==> src/rtl/fifo_unpacker_pkg.sv <==
// Shared helpers for the FIFO read unpacker: lane-count arithmetic,
// parameter legality, and lane extraction from a wide FIFO word.
package fifo_unpacker_pkg;

    // Widest FIFO word the lane selector can handle.
    localparam int MAX_W = 1024;

    // Number of narrow beats produced from one FIFO word.
    function automatic int calc_num_lanes(input int in_w, input int out_w);
        return (out_w > 0) ? (in_w / out_w) : 0;
    endfunction

    // Width of the lane index counter.
    function automatic int calc_lane_idx_w(input int in_w, input int out_w);
        int n;
        n = calc_num_lanes(in_w, out_w);
        return (n > 1) ? $clog2(n) : 1;
    endfunction

    // Word must split evenly into at least two beats.
    function automatic bit params_legal(input int in_w, input int out_w);
        return (out_w > 0) && (in_w <= MAX_W) && (in_w % out_w == 0) &&
               (in_w / out_w >= 2);
    endfunction

    // Returns the selected lane in the low out_w bits of the result.
    // With msb_first the lane order is reversed, so idx 0 picks the top lane.
    function automatic logic [MAX_W-1:0] lane_select(
        input logic [MAX_W-1:0] word,
        input int unsigned      idx,
        input int unsigned      out_w,
        input int unsigned      num_lanes,
        input bit               msb_first
    );
        int unsigned lane;
        lane = msb_first ? (num_lanes - 1 - idx) : idx;
        return word >> (lane * out_w);
    endfunction

endpackage

==> src/rtl/fifo_read_unpacker_if.sv <==
// Bus bundle between the unpacker, the FIFO read port and the beat consumer.
// Optional member out_last exists only when FIFO_UNPACKER_LAST_EN is defined.
//
// Handshake: a beat moves when out_valid & out_ready are both high at a
// rising clk edge. Once out_valid is high it stays high with out_data held
// until that transfer happens (flush is the only exception). fifo_pop is a
// plain read strobe; fifo_data is valid the cycle after it.
interface fifo_read_unpacker_if #(
    parameter int IN_WIDTH  = 64,
    parameter int OUT_WIDTH = 16
);
    logic                 fifo_empty;
    logic                 fifo_pop;
    logic [IN_WIDTH-1:0]  fifo_data;
    logic                 out_valid;
    logic                 out_ready;
    logic [OUT_WIDTH-1:0] out_data;
`ifdef FIFO_UNPACKER_LAST_EN
    logic                 out_last;

    modport master (
        input  fifo_empty, fifo_data, out_ready,
        output fifo_pop, out_valid, out_data, out_last
    );

    modport slave (
        output fifo_empty, fifo_data, out_ready,
        input  fifo_pop, out_valid, out_data, out_last
    );
`else
    modport master (
        input  fifo_empty, fifo_data, out_ready,
        output fifo_pop, out_valid, out_data
    );

    modport slave (
        output fifo_empty, fifo_data, out_ready,
        input  fifo_pop, out_valid, out_data
    );
`endif
endinterface

==> src/rtl/fifo_read_unpacker.sv <==
// Pops wide words from a standard (1-cycle latency) FIFO read port and
// re-emits each as NUM_LANES narrow beats on a valid/ready stream.
// A two-entry buffer (buf + skid) hides the read latency so the stream
// sustains one beat per cycle. Optional macro: FIFO_UNPACKER_LAST_EN adds
// out_last marking the final beat of each word.
module fifo_read_unpacker
    import fifo_unpacker_pkg::*;
#(
    parameter int IN_WIDTH  = 64,
    parameter int OUT_WIDTH = 16,
    parameter int MSB_FIRST = 0
) (
    input  logic                 clk,
    input  logic                 resetn,
    input  logic                 flush,
    output logic                 busy,
    fifo_read_unpacker_if.master bus
);

    localparam int NUM_LANES  = calc_num_lanes(IN_WIDTH, OUT_WIDTH);
    localparam int LANE_IDX_W = calc_lane_idx_w(IN_WIDTH, OUT_WIDTH);
    localparam logic [LANE_IDX_W-1:0] LAST_LANE = LANE_IDX_W'(NUM_LANES - 1);

    generate
        if (!params_legal(IN_WIDTH, OUT_WIDTH)) begin : g_bad_params
            $error("fifo_read_unpacker: IN_WIDTH must be a multiple of OUT_WIDTH giving at least 2 lanes");
        end
    endgenerate

    logic                  pending,    pending_nxt;
    logic                  buf_valid,  buf_valid_nxt;
    logic [IN_WIDTH-1:0]   buf_data,   buf_data_nxt;
    logic                  skid_valid, skid_valid_nxt;
    logic [IN_WIDTH-1:0]   skid_data,  skid_data_nxt;
    logic [LANE_IDX_W-1:0] lane_idx,   lane_idx_nxt;

    logic [1:0] occupancy;
    logic       pop;
    logic       xfer;
    logic       on_last_lane;
    logic       word_done;

    // Words held or in flight; a pop is only allowed while this is below 2.
    always_comb begin
        occupancy = {1'b0, buf_valid} + {1'b0, skid_valid} + {1'b0, pending};
    end

    // No credit is taken for a same-cycle output transfer, which keeps the
    // skid entry from ever being overwritten while it holds a word.
    assign pop          = resetn & ~bus.fifo_empty & ~flush & (occupancy < 2'd2);
    assign bus.fifo_pop = pop;

    assign bus.out_valid = buf_valid & ~flush;
    assign on_last_lane  = (lane_idx == LAST_LANE);
    assign xfer          = bus.out_valid & bus.out_ready;
    assign word_done     = xfer & on_last_lane;
    assign busy          = buf_valid | skid_valid | pending;

    assign bus.out_data = OUT_WIDTH'(lane_select(MAX_W'(buf_data), 32'(lane_idx),
                                                 OUT_WIDTH, NUM_LANES, MSB_FIRST != 0));

`ifdef FIFO_UNPACKER_LAST_EN
    assign bus.out_last = bus.out_valid & on_last_lane;
`endif

    // Buffer / lane counter update: advance lanes on transfers, refill buf
    // from skid or the returning FIFO word when a word completes, and park
    // returning data in buf (if empty) or skid otherwise.
    always_comb begin
        pending_nxt    = pending;
        buf_valid_nxt  = buf_valid;
        buf_data_nxt   = buf_data;
        skid_valid_nxt = skid_valid;
        skid_data_nxt  = skid_data;
        lane_idx_nxt   = lane_idx;

        if (flush) begin
            pending_nxt    = 1'b0;
            buf_valid_nxt  = 1'b0;
            skid_valid_nxt = 1'b0;
            lane_idx_nxt   = '0;
        end else begin
            pending_nxt = pop;

            if (xfer) begin
                if (on_last_lane) begin
                    lane_idx_nxt = '0;
                    if (skid_valid) begin
                        buf_data_nxt = skid_data;
                        if (pending) begin
                            skid_data_nxt = bus.fifo_data;
                        end else begin
                            skid_valid_nxt = 1'b0;
                        end
                    end else if (pending) begin
                        buf_data_nxt = bus.fifo_data;
                    end else begin
                        buf_valid_nxt = 1'b0;
                    end
                end else begin
                    lane_idx_nxt = lane_idx + LANE_IDX_W'(1);
                end
            end

            if (pending && !word_done) begin
                if (!buf_valid) begin
                    buf_valid_nxt = 1'b1;
                    buf_data_nxt  = bus.fifo_data;
                end else begin
                    skid_valid_nxt = 1'b1;
                    skid_data_nxt  = bus.fifo_data;
                end
            end
        end
    end

    // State registers with asynchronous active-low reset.
    always_ff @(posedge clk or negedge resetn) begin
        if (!resetn) begin
            pending    <= 1'b0;
            buf_valid  <= 1'b0;
            buf_data   <= '0;
            skid_valid <= 1'b0;
            skid_data  <= '0;
            lane_idx   <= '0;
        end else begin
            pending    <= pending_nxt;
            buf_valid  <= buf_valid_nxt;
            buf_data   <= buf_data_nxt;
            skid_valid <= skid_valid_nxt;
            skid_data  <= skid_data_nxt;
            lane_idx   <= lane_idx_nxt;
        end
    end

endmodule

==> src/flat_wrapper.sv <==
// flat-port wrapper written by rule: the top's interface ports become plain ports
module fifo_read_unpacker_flat import fifo_unpacker_pkg::*;
#(
    parameter int IN_WIDTH  = 64,
    parameter int OUT_WIDTH = 16,
    parameter int MSB_FIRST = 0
)
  (clk, resetn, flush, busy, bus_fifo_empty, bus_fifo_data, bus_out_ready, bus_fifo_pop, bus_out_valid, bus_out_data);
  fifo_read_unpacker_if #(.IN_WIDTH(IN_WIDTH), .OUT_WIDTH(OUT_WIDTH)) bus_i ();
  input  logic clk;
  input  logic resetn;
  input  logic flush;
  output logic busy;
  input wire logic [$bits(bus_i.fifo_empty)-1:0] bus_fifo_empty;
  input wire logic [$bits(bus_i.fifo_data)-1:0] bus_fifo_data;
  input wire logic [$bits(bus_i.out_ready)-1:0] bus_out_ready;
  output wire logic [$bits(bus_i.fifo_pop)-1:0] bus_fifo_pop;
  output wire logic [$bits(bus_i.out_valid)-1:0] bus_out_valid;
  output wire logic [$bits(bus_i.out_data)-1:0] bus_out_data;
  assign bus_i.fifo_empty = bus_fifo_empty;
  assign bus_i.fifo_data = bus_fifo_data;
  assign bus_i.out_ready = bus_out_ready;
  assign bus_fifo_pop = bus_i.fifo_pop;
  assign bus_out_valid = bus_i.out_valid;
  assign bus_out_data = bus_i.out_data;
  fifo_read_unpacker #(.IN_WIDTH(IN_WIDTH), .OUT_WIDTH(OUT_WIDTH), .MSB_FIRST(MSB_FIRST)) u_core (.clk(clk), .resetn(resetn), .flush(flush), .busy(busy), .bus(bus_i));
endmodule
==> config.mk <==
export PLATFORM = sky130hd
export DESIGN_NAME = fifo_read_unpacker_flat
export DESIGN_NICKNAME = d
export VERILOG_FILES = /design/src/rtl/fifo_unpacker_pkg.sv /design/src/rtl/fifo_read_unpacker_if.sv /design/src/rtl/fifo_read_unpacker.sv /design/src/flat_wrapper.sv
export SDC_FILE = /design/constraint.sdc
export NUM_CORES = 1
export LEC_CHECK = 0
export CORE_ASPECT_RATIO = 0.6
export CORE_UTILIZATION = 50
export CTS_BUF_LIST = sky130_fd_sc_hd__clkbuf_8
export CTS_CLUSTER_SIZE = 10
export DETAILED_ROUTE_END_ITERATION = 6
export PLACE_DENSITY_LB_ADDON = 0.25
export SLEW_MARGIN = 15
export SYNTH_ARGS = -nofsm -noshare
export SYNTH_HDL_FRONTEND = slang
export SYNTH_SLANG_ARGS = --single-unit
==> constraint.sdc <==
create_clock -name clk -period 2.5 [get_ports clk]
set_clock_uncertainty 0.15 [all_clocks]
set_input_delay 0.625 -clock clk [delete_from_list [all_inputs] [get_ports clk]]
set_output_delay 0.625 -clock clk [all_outputs]
set_load 0.01 [all_outputs]
; ---- Word-level counts from Yosys, hierarchy flattened
; Cells that the tools add are included.
[totals]
regBits = 133
inputBits = 69
out_inout_bits = 19
[op_classes]
n_eq_ne = 1
bitwise = 10
n_mux = 30
reduce_logical = 3
magnitude_cmp = 1
n_shift = 1
add_sub_neg = 3
[op_table]
columns = op, count
row1 = 2-to-1 mux 64 bit, 12
row2 = right shift 64 x 6 -> 16 bit, 1
row3 = 2-to-1 mux 1 bit, 15
row4 = AND 1 bit, 6
row5 = 2-to-1 mux 2 bit, 3
row6 = adder 1 x 1 -> 2 bit, 1
row7 = adder 2 x 1 -> 2 bit, 1
row8 = "adder 2 x 1 -> 2 bit, second input constant", 1
row9 = "== test 2 bit, second input constant", 1
row10 = "< comparator 2 bit, second input constant", 1
row11 = inverter 1 bit, 2
row12 = OR 1 bit, 2
row13 = nonzero test 2 bit, 1
row14 = logical AND 1 bit, 1
row15 = logical NOT 1 bit, 1

; ---- Depth between registers and ports, before layout
[logic_depth]
word_depth = 8
ltp_mapped = 8
ltp_nobuf = 5

; ---- Worst setup path after synthesis
; Ideal clock, no wire load.
[synth_timing]
kind = input -> output
startpoint = input port flush
endpoint = output port bus_fifo_pop
stages = 3
arrival_time_ns = 1.698
path_slack_ns = 0.027
n_path_buf = 1
cell_sequence = clkbuf_1 -> or4b_2 -> a21oi_1
[synth_between]
elab_chain_len = 3
[synth_lines]
columns = item, line_no
row1 = from (decl), flat_wrapper.sv:12  ; input logic flush;
row2 = inverter 1 bit, fifo_read_unpacker.sv:50  ; assign pop = resetn & ~bus.fifo_empty & ~flush & (occupancy < 2'd2);
row3 = AND 1 bit (2 in series), fifo_read_unpacker.sv:50
row4 = to (decl), flat_wrapper.sv:17  ; output wire logic [$bits(bus_i.fifo_pop)-1:0] bus_fifo_pop;
; Every way passes these cells.

; ---- Worst setup path in the final report
[layout_timing]
startpoint = register u_core.pending
endpoint = output port bus_fifo_pop
[layout_between]
elab_chain_len = 3
[layout_lines]
columns = item, line_no
row1 = from (decl), fifo_read_unpacker.sv:30  ; logic pending, pending_nxt;
row2 = from (signal assigned), fifo_read_unpacker.sv:127  ; pending <= pending_nxt;
row3 = adder 2 x 1 -> 2 bit, fifo_read_unpacker.sv:45  ; occupancy = {1'b0, buf_valid} + {1'b0, skid_valid} + {1'b0, pending};
row4 = < comparator 2 bit, fifo_read_unpacker.sv:50
row5 = AND 1 bit, fifo_read_unpacker.sv:50
; Every way passes these cells.

==> summary.txt <==
Mapped Area -> 0.00642 mm^2
Layout Nets -> 686
Failing checks -> setup timing
Die ar. -> 0.0133 mm^2
Hold-fix buffer count after cts -> 0
EDFF count, synth -> 0
Vias in the first global route -> 4,909
Total power -> 5.77 mW
Slew Viols, Final -> 0
Slew headroom -> 0.491
Crit path time final -> 2.56 ns
Clock Tree Buf Depth -> 2
Final period utilization -> 1.02
Commonest cells after routing, fill and taps aside -> dfrtp_1 (132), clkdlybuf4s50_1 (65), mux2_2 (64)
H-tree levels -> 4
CTS Sinks -> 133
CTS tree -> yes
Number of warnings issued by yosys -> 0
Die X -> 148 um
Hold Fails Final Rpt -> 0
Share of layout cells above drive strength 1 -> 0.291
Final antenna-violating net count -> 0
Drt total wl -> 17,200 um
Reg power frac -> 0.474
FMAX -> 0.391 GHz
Post-synth ARST share -> 1.00
Hold Crit Class -> in2async
Gr ovfl total -> 0
RSZ-0062 raised after global routing -> yes
Area of the core -> 0.0123 mm^2
Static leakage -> 3.66 nW
Worst-path fanout max -> 2
CTS clk-pin slew, worst paths -> 0.08 ns
R2R depth -> 9
Max cap viols -> 0
Commonest non-fill, non-tap cell in the layout -> dfrtp_1
Flop2flop setup slack -> 0.15 ns
TritonCTS Buffers -> 17
Yosys reg bits -> 133
Setup ws final -> -0.0598 ns
Logic gate share of total power -> 0.165
Starting Density -> 0.522
WS Path Type -> reg2out
Placed cells -> 758
Reg-to-Reg End -> u_core.buf_data[38]
Post-DR vias/cell -> 6.37
Row count -> 31
Pin count of the biggest net entering global routing -> 61
Clock power share -> 0.361
Switching share of power -> 0.268
IO Port Bufs -> 87
N_diodes -> 0
Worst path slowest cell -> or4b_4
Cell variety after synth -> 34
Buf/Inv on CP -> 1
Post-synth top flop -> dfrtp_1
Internal Power -> 4.22 mW
Sequential area share after synthesis -> 0.518
Crit path from -> u_core.pending
Crit path launch type -> flop
First-pass GRT wire length -> 27,000 um
Post-Synthesis Cells -> 527
Clock root cell -> clkbuf_8
Post-Layout Cell Count -> 793
Cells along the critical path -> ha_2 -> or4b_4 -> a21oi_2 -> buf_2
Actual slew at the worst max-slew pin -> 0.763 ns
Worst skew pair latency -> 0.43 ns
DRC viols -> 0
Outcome -> finished, violations left
GRT Total Usage -> 0.268
# setup viols final -> 3
Top delay family on crit path -> simple AND/OR/NAND/NOR gates
Routability Congestion -> 0.801
IR drop worst, VDD -> 0.402 mV
Drt wl/cell -> 21.7 um
Power Dens Cells -> 711 mW/mm^2
Syn avg cell area -> 12.2 um^2
Syn Nets -> 598
Switch Pwr -> 1.55 mW
Critical path arrival -> 1.78 ns
First drt pass iteration count -> 7
Die height -> 89.8 um
IO Count -> 88
Critical Path Sink -> bus_fifo_pop
Initial drt markers -> 637
Reg2reg start -> u_core.lane_idx[0]
Delay of the slowest cell on the worst path -> 0.49 ns
Via Count -> 5,049
Initial antenna violation count -> 0
Crit path required time -> 1.73 ns
Crit path capture type -> output port
Syn-to-layout area delta -> 26.3%
Post-DP HPWL -> 11,100 um
Worst path depth -> 4
-- registers in the layout (all words and copies together) (netlist names) --
register,cells
u_core.skid_valid,1
u_core.buf_valid,1
u_core.buf_data,64
u_core.lane_idx,2
u_core.pending,1
u_core.skid_data,64
-- cells in the mapped netlist, types with 3 or more instances --
cell | number | area, um^2
mux4_2 | 16 | 360
o221a_1 | 9 | 101
nand2_1 | 5 | 18.8
o221a_2 | 15 | 169
a31oi_1 | 24 | 150
inv_1 | 42 | 158
nor2b_1 | 24 | 150
o221ai_1 | 24 | 210
a222oi_1 | 38 | 380
buf_2 | 21 | 105
mux2_2 | 64 | 721
nor2_1 | 28 | 105
a21oi_1 | 34 | 170
clkbuf_1 | 23 | 86.3
buf_6 | 3 | 33.8
dfrtp_1 | 133 | 3330
-- timing repair --
action / 4_1_cts / 5_1_grt
cloned: 1 / 0
pin swaps: 1 / 0
setup buffers: 4 / 0
resized for setup: 89 / 7
endpoints found under the setup margin: 19 / 25
-- area by class of cell --
type	instances	area [um^2]
clock buffers	17	234
clock inverters	15	228
fillers	894	4190
inverters	42	158
multi-input cells	301	2700
flip-flops and latches	133	3330
well taps	165	206
repair buffers	120	1250
-- metrics by stage --
stage,worst slack (ns),setup TNS (ns),utilization,instance area [um^2],hold WS [ns]
after floorplan,0.0270,0,-,6420,0.179
after global placement,-0.687,-2.02,0.619,7610,0.316
after detailed placement,-0.677,-7.65,0.619,7610,0.322
after CTS,-0.101,-0.626,0.661,8120,0.262
after global routing,-0.116,-0.818,0.659,8110,0.309
final,-0.0598,-0.0769,0.659,8110,0.272
-- cell families after synthesis --
group	after synthesis	synth area share
fa+ha+maj	2	0.00390
buf+inv	93	0.0631
mux	80	0.168
compound gates	151	0.192
simple gates	68	0.0546
flops	133	0.518
-- worst min path at each step --
stage / start / endpoint / slack, ns / depth (start not counted)
global placement: u_core.buf_data[37] / u_core.buf_data[37] / 0.32 / 2
finish: resetn / u_core.skid_data[32] / 0.27 / 2
global route: resetn / u_core.buf_data[21] / 0.31 / 2
floorplan: resetn / u_core.buf_data[0] / 0.18 / 0
CTS: resetn / u_core.buf_data[23] / 0.26 / 2
detailed placement: u_core.buf_data[37] / u_core.buf_data[37] / 0.32 / 2
-- routing by layer --
metal / vias to the layer above / global-route usage / wire length (um)
met2: 238 / 0.358 / 7300
met1: 2581 / 0.421 / 8250
met5: - / 0 / 0
met3: 16 / 0.0802 / 1560
li1: 2214 / - / -
met4: 0 / 0.0601 / 130
-- power by group through the flow --
stage          sequential, mW  clock (mW)  combinational [mW]
2_1_floorplan            2.65           0               0.555
3_3_place_gp             2.73           0               0.902
3_5_place_dp             2.75           0               0.944
4_1_cts                  2.72        2.11               0.950
5_1_grt                  2.76        2.22                1.03
6_report                 2.73        2.08               0.951
Power figures use the tool's default switching activity.
